File: src/rtl/jtag_dma_pkg.sv
// Shared definitions for the JTAG buffer <-> system bus burst DMA.
package jtag_dma_pkg;

  typedef enum logic [3:0] {
    S_IDLE,
    S_CALC,
    S_PREFETCH,
    S_REQ,
    S_BEGIN,
    S_WDATA,
    S_WEND,
    S_RDATA,
    S_NEXT
  } state_t;

  localparam int BUS_WORD_BYTES = 4;
  localparam int BURST_SIZE_W   = 8;

endpackage

File: src/rtl/jtag_dma_burst_calc.sv
// Beats for the next burst: min(remaining, MAX_BURST, words left before the next MAX_BURST-aligned boundary).
// Purely combinational, no handshake.
module jtag_dma_burst_calc
  import jtag_dma_pkg::*;
#(
  parameter int BUF_ADDR_W = 9,
  parameter int MAX_BURST  = 16
) (
  input  logic [BUF_ADDR_W:0]   remaining,
  input  logic [31:0]           addr,
  output logic [BURST_SIZE_W:0] beats
);

  localparam int LOG_MAX_BURST = $clog2(MAX_BURST);

  logic [31:0] word_off;
  logic [31:0] room;
  logic [31:0] rem_ext;
  logic [31:0] pick;

  always_comb begin
    word_off = (addr >> 2) & 32'((1 << LOG_MAX_BURST) - 1);
    room     = 32'(MAX_BURST) - word_off;
    rem_ext  = 32'(remaining);
    pick     = (rem_ext < room) ? rem_ext : room;
    beats    = (BURST_SIZE_W + 1)'(pick);
  end

endmodule

File: src/rtl/jtag_burst_dma.sv
// Bus-master DMA between the JTAG word buffer and the system bus, split into aligned bursts.
// Full-rate beats with no bubbles; write beats stall while busyIN is high, errorIN aborts next cycle.
module jtag_burst_dma
  import jtag_dma_pkg::*;
#(
  parameter int BUF_ADDR_W = 9,
  parameter int MAX_BURST  = 16
) (
  input  logic                  clock,
  input  logic                  reset,
  input  logic                  start,
  input  logic                  dir_read,
  input  logic [31:0]           bus_addr,
  input  logic [BUF_ADDR_W-1:0] buf_addr,
  input  logic [BUF_ADDR_W:0]   word_count,
  input  logic [3:0]            byte_enable,
  output logic                  busy,
  output logic                  done,
  output logic                  error,
  output logic [BUF_ADDR_W-1:0] bufferAddress,
  output logic [31:0]           dataIn,
  output logic                  writeEnable,
  input  logic [31:0]           dataOut,
  input  logic [31:0]           address_dataIN,
  input  logic                  end_transactionIN,
  input  logic                  data_validIN,
  input  logic                  busyIN,
  input  logic                  errorIN,
  output logic [31:0]           address_dataOUT,
  output logic [3:0]            byte_enableOUT,
  output logic [7:0]            burst_sizeOUT,
  output logic                  read_n_writeOUT,
  output logic                  begin_transactionOUT,
  output logic                  end_transactionOUT,
  output logic                  data_validOUT,
  output logic                  busyOUT,
  output logic                  request,
  input  logic                  granted
);

  localparam int BW = BURST_SIZE_W + 1;
  localparam int RW = BUF_ADDR_W + 1;

  state_t                state_q, state_d;
  logic                  dir_q;
  logic [31:0]           addr_q;
  logic [BUF_ADDR_W-1:0] ptr_q;
  logic [RW-1:0]         rem_q;
  logic [RW-1:0]         rem_next;
  logic [3:0]            be_q;
  logic [BW-1:0]         beats_q;
  logic [BW-1:0]         cnt_q;
  logic [BW-1:0]         calc_beats;
  logic                  error_q;
  logic                  done_q;
  logic                  abort_end_q;
  logic                  abort;
  logic                  beat_acc;
  logic                  last_beat;
  logic                  rd_take;

  jtag_dma_burst_calc #(
    .BUF_ADDR_W(BUF_ADDR_W),
    .MAX_BURST (MAX_BURST)
  ) u_calc (
    .remaining(rem_q),
    .addr     (addr_q),
    .beats    (calc_beats)
  );

  assign abort     = errorIN && (state_q inside {S_REQ, S_BEGIN, S_WDATA, S_WEND, S_RDATA});
  assign beat_acc  = (state_q == S_WDATA) && !busyIN && !errorIN;
  assign last_beat = (cnt_q == beats_q - BW'(1));
  // Slave beats past the programmed count are dropped rather than overrunning the buffer region.
  assign rd_take   = (state_q == S_RDATA) && data_validIN && !errorIN && (cnt_q < beats_q);
  assign rem_next  = rem_q - RW'(beats_q);

  always_ff @(posedge clock or negedge reset) begin
    if (!reset) state_q <= S_IDLE;
    else        state_q <= state_d;
  end

  always_comb begin
    state_d              = state_q;
    busy                 = (state_q != S_IDLE);
    done                 = done_q;
    error                = error_q;
    bufferAddress        = '0;
    dataIn               = '0;
    writeEnable          = 1'b0;
    address_dataOUT      = '0;
    byte_enableOUT       = '0;
    burst_sizeOUT        = '0;
    read_n_writeOUT      = 1'b0;
    begin_transactionOUT = 1'b0;
    end_transactionOUT   = abort_end_q;
    data_validOUT        = 1'b0;
    busyOUT              = 1'b0;
    request              = 1'b0;

    // Keep re-reading the current word so dataOut is valid when WDATA starts.
    if (state_q != S_IDLE) bufferAddress = beat_acc ? ptr_q + BUF_ADDR_W'(1) : ptr_q;

    case (state_q)
      S_IDLE:     if (start && word_count != '0) state_d = S_CALC;
      S_CALC:     state_d = dir_q ? S_REQ : S_PREFETCH;
      S_PREFETCH: state_d = S_REQ;
      S_REQ: begin
        request = 1'b1;
        if (granted) state_d = S_BEGIN;
      end
      S_BEGIN: begin
        begin_transactionOUT = 1'b1;
        address_dataOUT      = addr_q;
        byte_enableOUT       = be_q;
        burst_sizeOUT        = BURST_SIZE_W'(beats_q - BW'(1));
        read_n_writeOUT      = dir_q;
        state_d              = dir_q ? S_RDATA : S_WDATA;
      end
      S_WDATA: begin
        data_validOUT   = 1'b1;
        address_dataOUT = dataOut;
        if (beat_acc && last_beat) state_d = S_WEND;
      end
      S_WEND: begin
        end_transactionOUT = 1'b1;
        state_d            = S_NEXT;
      end
      S_RDATA: begin
        writeEnable = rd_take;
        dataIn      = address_dataIN;
        if (end_transactionIN) state_d = S_NEXT;
      end
      S_NEXT:  state_d = (rem_next == '0) ? S_IDLE : S_CALC;
      default: state_d = S_IDLE;
    endcase

    if (abort) state_d = S_IDLE;
  end

  always_ff @(posedge clock or negedge reset) begin
    if (!reset) begin
      dir_q       <= 1'b0;
      addr_q      <= '0;
      ptr_q       <= '0;
      rem_q       <= '0;
      be_q        <= '0;
      beats_q     <= '0;
      cnt_q       <= '0;
      error_q     <= 1'b0;
      done_q      <= 1'b0;
      abort_end_q <= 1'b0;
    end else begin
      done_q      <= 1'b0;
      abort_end_q <= 1'b0;
      case (state_q)
        S_IDLE: begin
          if (start) begin
            dir_q   <= dir_read;
            addr_q  <= bus_addr & 32'hFFFF_FFFC;
            ptr_q   <= buf_addr;
            rem_q   <= word_count;
            be_q    <= byte_enable;
            error_q <= 1'b0;
            if (word_count == '0) done_q <= 1'b1;
          end
        end
        S_CALC: begin
          beats_q <= calc_beats;
          cnt_q   <= '0;
        end
        S_WDATA, S_RDATA: begin
          if (beat_acc || rd_take) begin
            ptr_q <= ptr_q + BUF_ADDR_W'(1);
            cnt_q <= cnt_q + BW'(1);
          end
        end
        S_NEXT: begin
          addr_q <= addr_q + 32'(beats_q) * 32'(BUS_WORD_BYTES);
          rem_q  <= rem_next;
          if (rem_next == '0) done_q <= 1'b1;
        end
        default: ;
      endcase
      if (abort) begin
        error_q     <= 1'b1;
        done_q      <= 1'b1;
        abort_end_q <= 1'b1;
      end
    end
  end

endmodule

File: config.mk
export PLATFORM = sky130hd
export DESIGN_NAME = jtag_burst_dma
export DESIGN_NICKNAME = d
export VERILOG_FILES = /design/src/rtl/jtag_dma_pkg.sv /design/src/rtl/jtag_dma_burst_calc.sv /design/src/rtl/jtag_burst_dma.sv
export SDC_FILE = /design/constraint.sdc
export NUM_CORES = 1
export LEC_CHECK = 0
export ABC_CLOCK_PERIOD_IN_PS = 7500
export CAP_MARGIN = 30
export CORE_AREA = 2 2 129 131
export DETAILED_ROUTE_END_ITERATION = 8
export DIE_AREA = 0 0 131 133
export PLACE_DENSITY = 0.71
export RECOVER_POWER = 25
export SYNTH_ARGS = -nofsm -noshare
export SYNTH_HDL_FRONTEND = slang
export SYNTH_SLANG_ARGS = --single-unit
File: constraint.sdc
create_clock -name clock -period 7.5 [get_ports clock]
set_input_delay 0.75 -clock clock [delete_from_list [all_inputs] [get_ports clock]]
set_output_delay 0.75 -clock clock [all_outputs]
set_load 0.005 [all_outputs]
==> impl_metrics.py <==
metrics = {
    "synth": {
        "yosys_warnings": 0,
        "synth_top_flop_cell": "dfrtp_1",
        "yosysSeqAreaShare_pct": 32.1,
        "synth_edf_count": 0,
        "synth_fp_nets": 915,
        "synth_top_area_share_pct": 32.1,
        "yosys.area.top_type": "dfrtp_1",
        "syn_area_per_cell_um2": 8.21,
        "synth.most_common_cell": "nor2_1",
        "ys_top_cells_by_count": "87 x nor2_1, 86 x nand2_1, 79 x dfrtp_1, 40 x and2_1, 35 x ha_1",
        "synth.distinct_cells": 70,
        "synth_area_leaders": "dfrtp_1 32%, ha_1 7.1%, nor2_1 5.3%",
        "async_flop_share_pct": 100,
        "synth-seq-cells": 79,
        "synth_area_um2": 6160,
        "syn-instance-count": 750,
    },
    "routing": {
        "vias": 6203,
        "wirelength_mm": 19.2,
        "wl_met3_mm": 1.33,
        "highest_layer": "met4",
        "drc": 0,
        "routedWlPerCell_um": 16.5,
        "met2WireLength_mm": 9.33,
        "drt-pass1-iter-count": 5,
        "met1Wirelength_mm": 8.13,
        "initialDrtViolationCount": 291,
        "detail-route-antenna-nets": 0,
        "via_per_inst": 5.32,
    },
    "critical_path": {
        "rrSetupSlack_ns": 4.36,
        "worst_path_max_delay_cell": "clkbuf_1",
        "start_kind": "primary input",
        "cp-end-kind": "async pin",
        "worst_ep_required_time_ns": 7.46,
        "cp_common_cell": "clkbuf_1",
        "slowest_delay_ns": 1.77,
        "rr_startpoint": "state_q[0]",
        "critPathBufInv": 2,
        "criticalPathCategory": "in2async",
        "reg2reg_to": "ptr_q[0]",
        "cp_top_family": "buffers and inverters",
        "reg2reg_depth": 7,
        "crit_fanout": 41,
        "crit_arrival_ns": 4.10,
        "cp.depth": 2,
        "cp-startpoint": "reset",
        "path_cells": "clkbuf_1 -> clkbuf_1",
    },
    "clocking": {
        "clk_latency_ns": 0.34,
        "path_clk_slew_ns": 0.06,
        "root_buffer": "clkbuf_16",
        "cts-htree-levels": 3,
        "post_cts_resized": 0,
        "numCtsBuffers": 9,
        "clock-sinks": 79,
        "tritoncts": "yes",
        "cts_buffer_depth": 2,
        "post_cts_buffers": 0,
        "postCtsHoldBufs": 0,
    },
    "cells_and_area": {
        "drive_gt1_share_pct": 3.59,
        "antenna_cells": 0,
        "area_growth_pct": 41.8,
        "fill_cells": 1547,
        "final_nets": 1107,
        "fin_area_um2": 8740,
        "multi_input_area_um2": 3880,
        "regArea_um2": 1980,
    },
    "global_routing": {
        "gr-total-overflow": 0,
        "antenna_found_initial": 0,
        "grt_pass1_wl_mm": 30.1,
        "grt_pass1_vias": 5906,
        "grt_max_degree": 42,
        "grt_usage_pct": 22.1,
    },
    "timing": {
        "finalHoldViolCount": 0,
        "finalCritPeriodShare_pct": 55.2,
        "drv_slew": 82,
        "maxSlewHeadroom_pct": -56.1,
        "rsz0062_at_grt": "no",
        "max_freq_ghz": 0.242,
        "tns_ns": 0,
        "setup_viol": 0,
        "finalWorstPathRequiredPeriod_ns": 4.14,
        "skew_ns": 0.00706,
        "whs_ns": 0.466,
        "worstMarginPinSlew_ns": 2.34,
    },
    "place": {
        "io_buffer_count": 219,
        "place_congestion": 0.855,
        "post_dp_cell_area_um2": 8490,
        "hpwlAfterDp_mm": 14.7,
    },
    "power": {
        "power_leakage_nw": 3.63,
        "power.density_nw_per_um2": 314,
        "ir_drop_v": 0.000165,
        "total_power_mw": 2.74,
    },
    "die": {
        "io_pins": 223,
        "dieHeight_um": 133,
        "fp.dieW_um": 131,
        "core_um2": 16200,
        "fp-row-count": 47,
        "start_util_pct": 38.1,
        "die_area_um2": 17400,
    },
    "hold_path": {
        "min_delay_path_depth": 2,
        "worstHoldStart": "be_q[3]",
        "min_delay_worst_endpoint": "be_q[3]",
        "hold_path_class": "reg2reg",
    },
    "flow_run": {
        "max-cap-violations": 2,
    },
    "run_status": {
        "status": "finished, violations left",
        "violations": "capacitance limit, slew limit",
    },
}
-- cell type report --
| cell class | count | area share, % |
|---|---|---|
| multi-input cells | 595 | 44.4 |
| repair buffers | 225 | 25.5 |
| flip-flops and latches | 79 | 22.6 |
| well taps | 220 | 3.15 |
| clock buffers | 10 | 2.62 |
| inverters | 32 | 1.37 |
| clock inverters | 5 | 0.401 |
-- worst max path at each step --
stage          slack [ns]                  end
2_1_floorplan        4.70           state_q[0]
3_3_place_gp         3.93     bufferAddress[7]
3_5_place_dp         3.93     bufferAddress[7]
4_1_cts              3.57  address_dataOUT[29]
5_1_grt              2.52             ptr_q[1]
6_report             3.36             ptr_q[1]
-- flip-flops by register name, indices dropped and copies added (netlist names) --
register	count
abort_end_q	1
error	1
ptr_q	9
beats_q	9
addr_q	30
cnt_q	9
rem_q	10
state_q	4
dir_q	1
be_q	4
done	1
-- cell usage in the layout, fill, tap and decap left out, types with 5 or more instances in the layout --
master	n
a211oi_1	17
a21o_1	7
a21oi_1	30
a22o_1	27
a22oi_1	8
a311oi_1	9
a31oi_1	7
and2_1	40
and3_1	20
clkbuf_16	9
clkdlybuf4s50_1	218
dfrtp_1	79
ha_1	35
inv_1	31
mux2i_1	11
nand2_1	86
nand3_1	20
nand4_1	7
nor2_1	87
nor2b_1	5
nor3_1	15
o21ai_0	24
o21ai_1	18
o221ai_1	5
o22ai_1	6
xnor2_1	23
xor2_1	19
-- logic make-up (layout without fill, tap and decap cells) --
kind of cell | Yosys count | count (layout) | share of synthesized area, %
other | 1 | 1 | 0.0609
xor gates and xnor gates | 43 | 43 | 6.34
AOI/OAI and AO/OA | 188 | 188 | 21.3
buffers and inverters | 76 | 272 | 5.22
and+or+nand+nor | 312 | 312 | 24.9
muxes | 14 | 14 | 2.34
adders and majority gates | 37 | 37 | 7.76
DFF | 79 | 79 | 32.1
-- metrics by stage --
stage | cells | setup slack, ns | utilization (%)
2_1_floorplan | 750 | 4.70 | -
3_3_place_gp | 1151 | 3.93 | 52.5
3_5_place_dp | 1151 | 3.93 | 52.5
4_1_cts | 1166 | 3.57 | 54.1
5_1_grt | 1166 | 2.52 | 54.0
6_report | 1166 | 3.36 | 54.0
-- power breakdown --
part	leakage (nW)	total (mW)	switching [mW]	internal [mW]
combinational	2.54	1.49	0.742	0.749
sequential	0.968	0.847	0.245	0.602
clock	0.129	0.407	0.184	0.223
total	3.63	2.74	1.17	1.57
-- routing by layer --
| metal | global-route usage [%] | up-vias |
|---|---|---|
| met2 | 37.9 | 211 |
| met1 | 27.6 | 2883 |
| met3 | 3.84 | 32 |
| met5 | 0 | - |
| li1 | - | 3077 |
| met4 | 7.92 | 0 |
(Power assumes the default switching activity.)
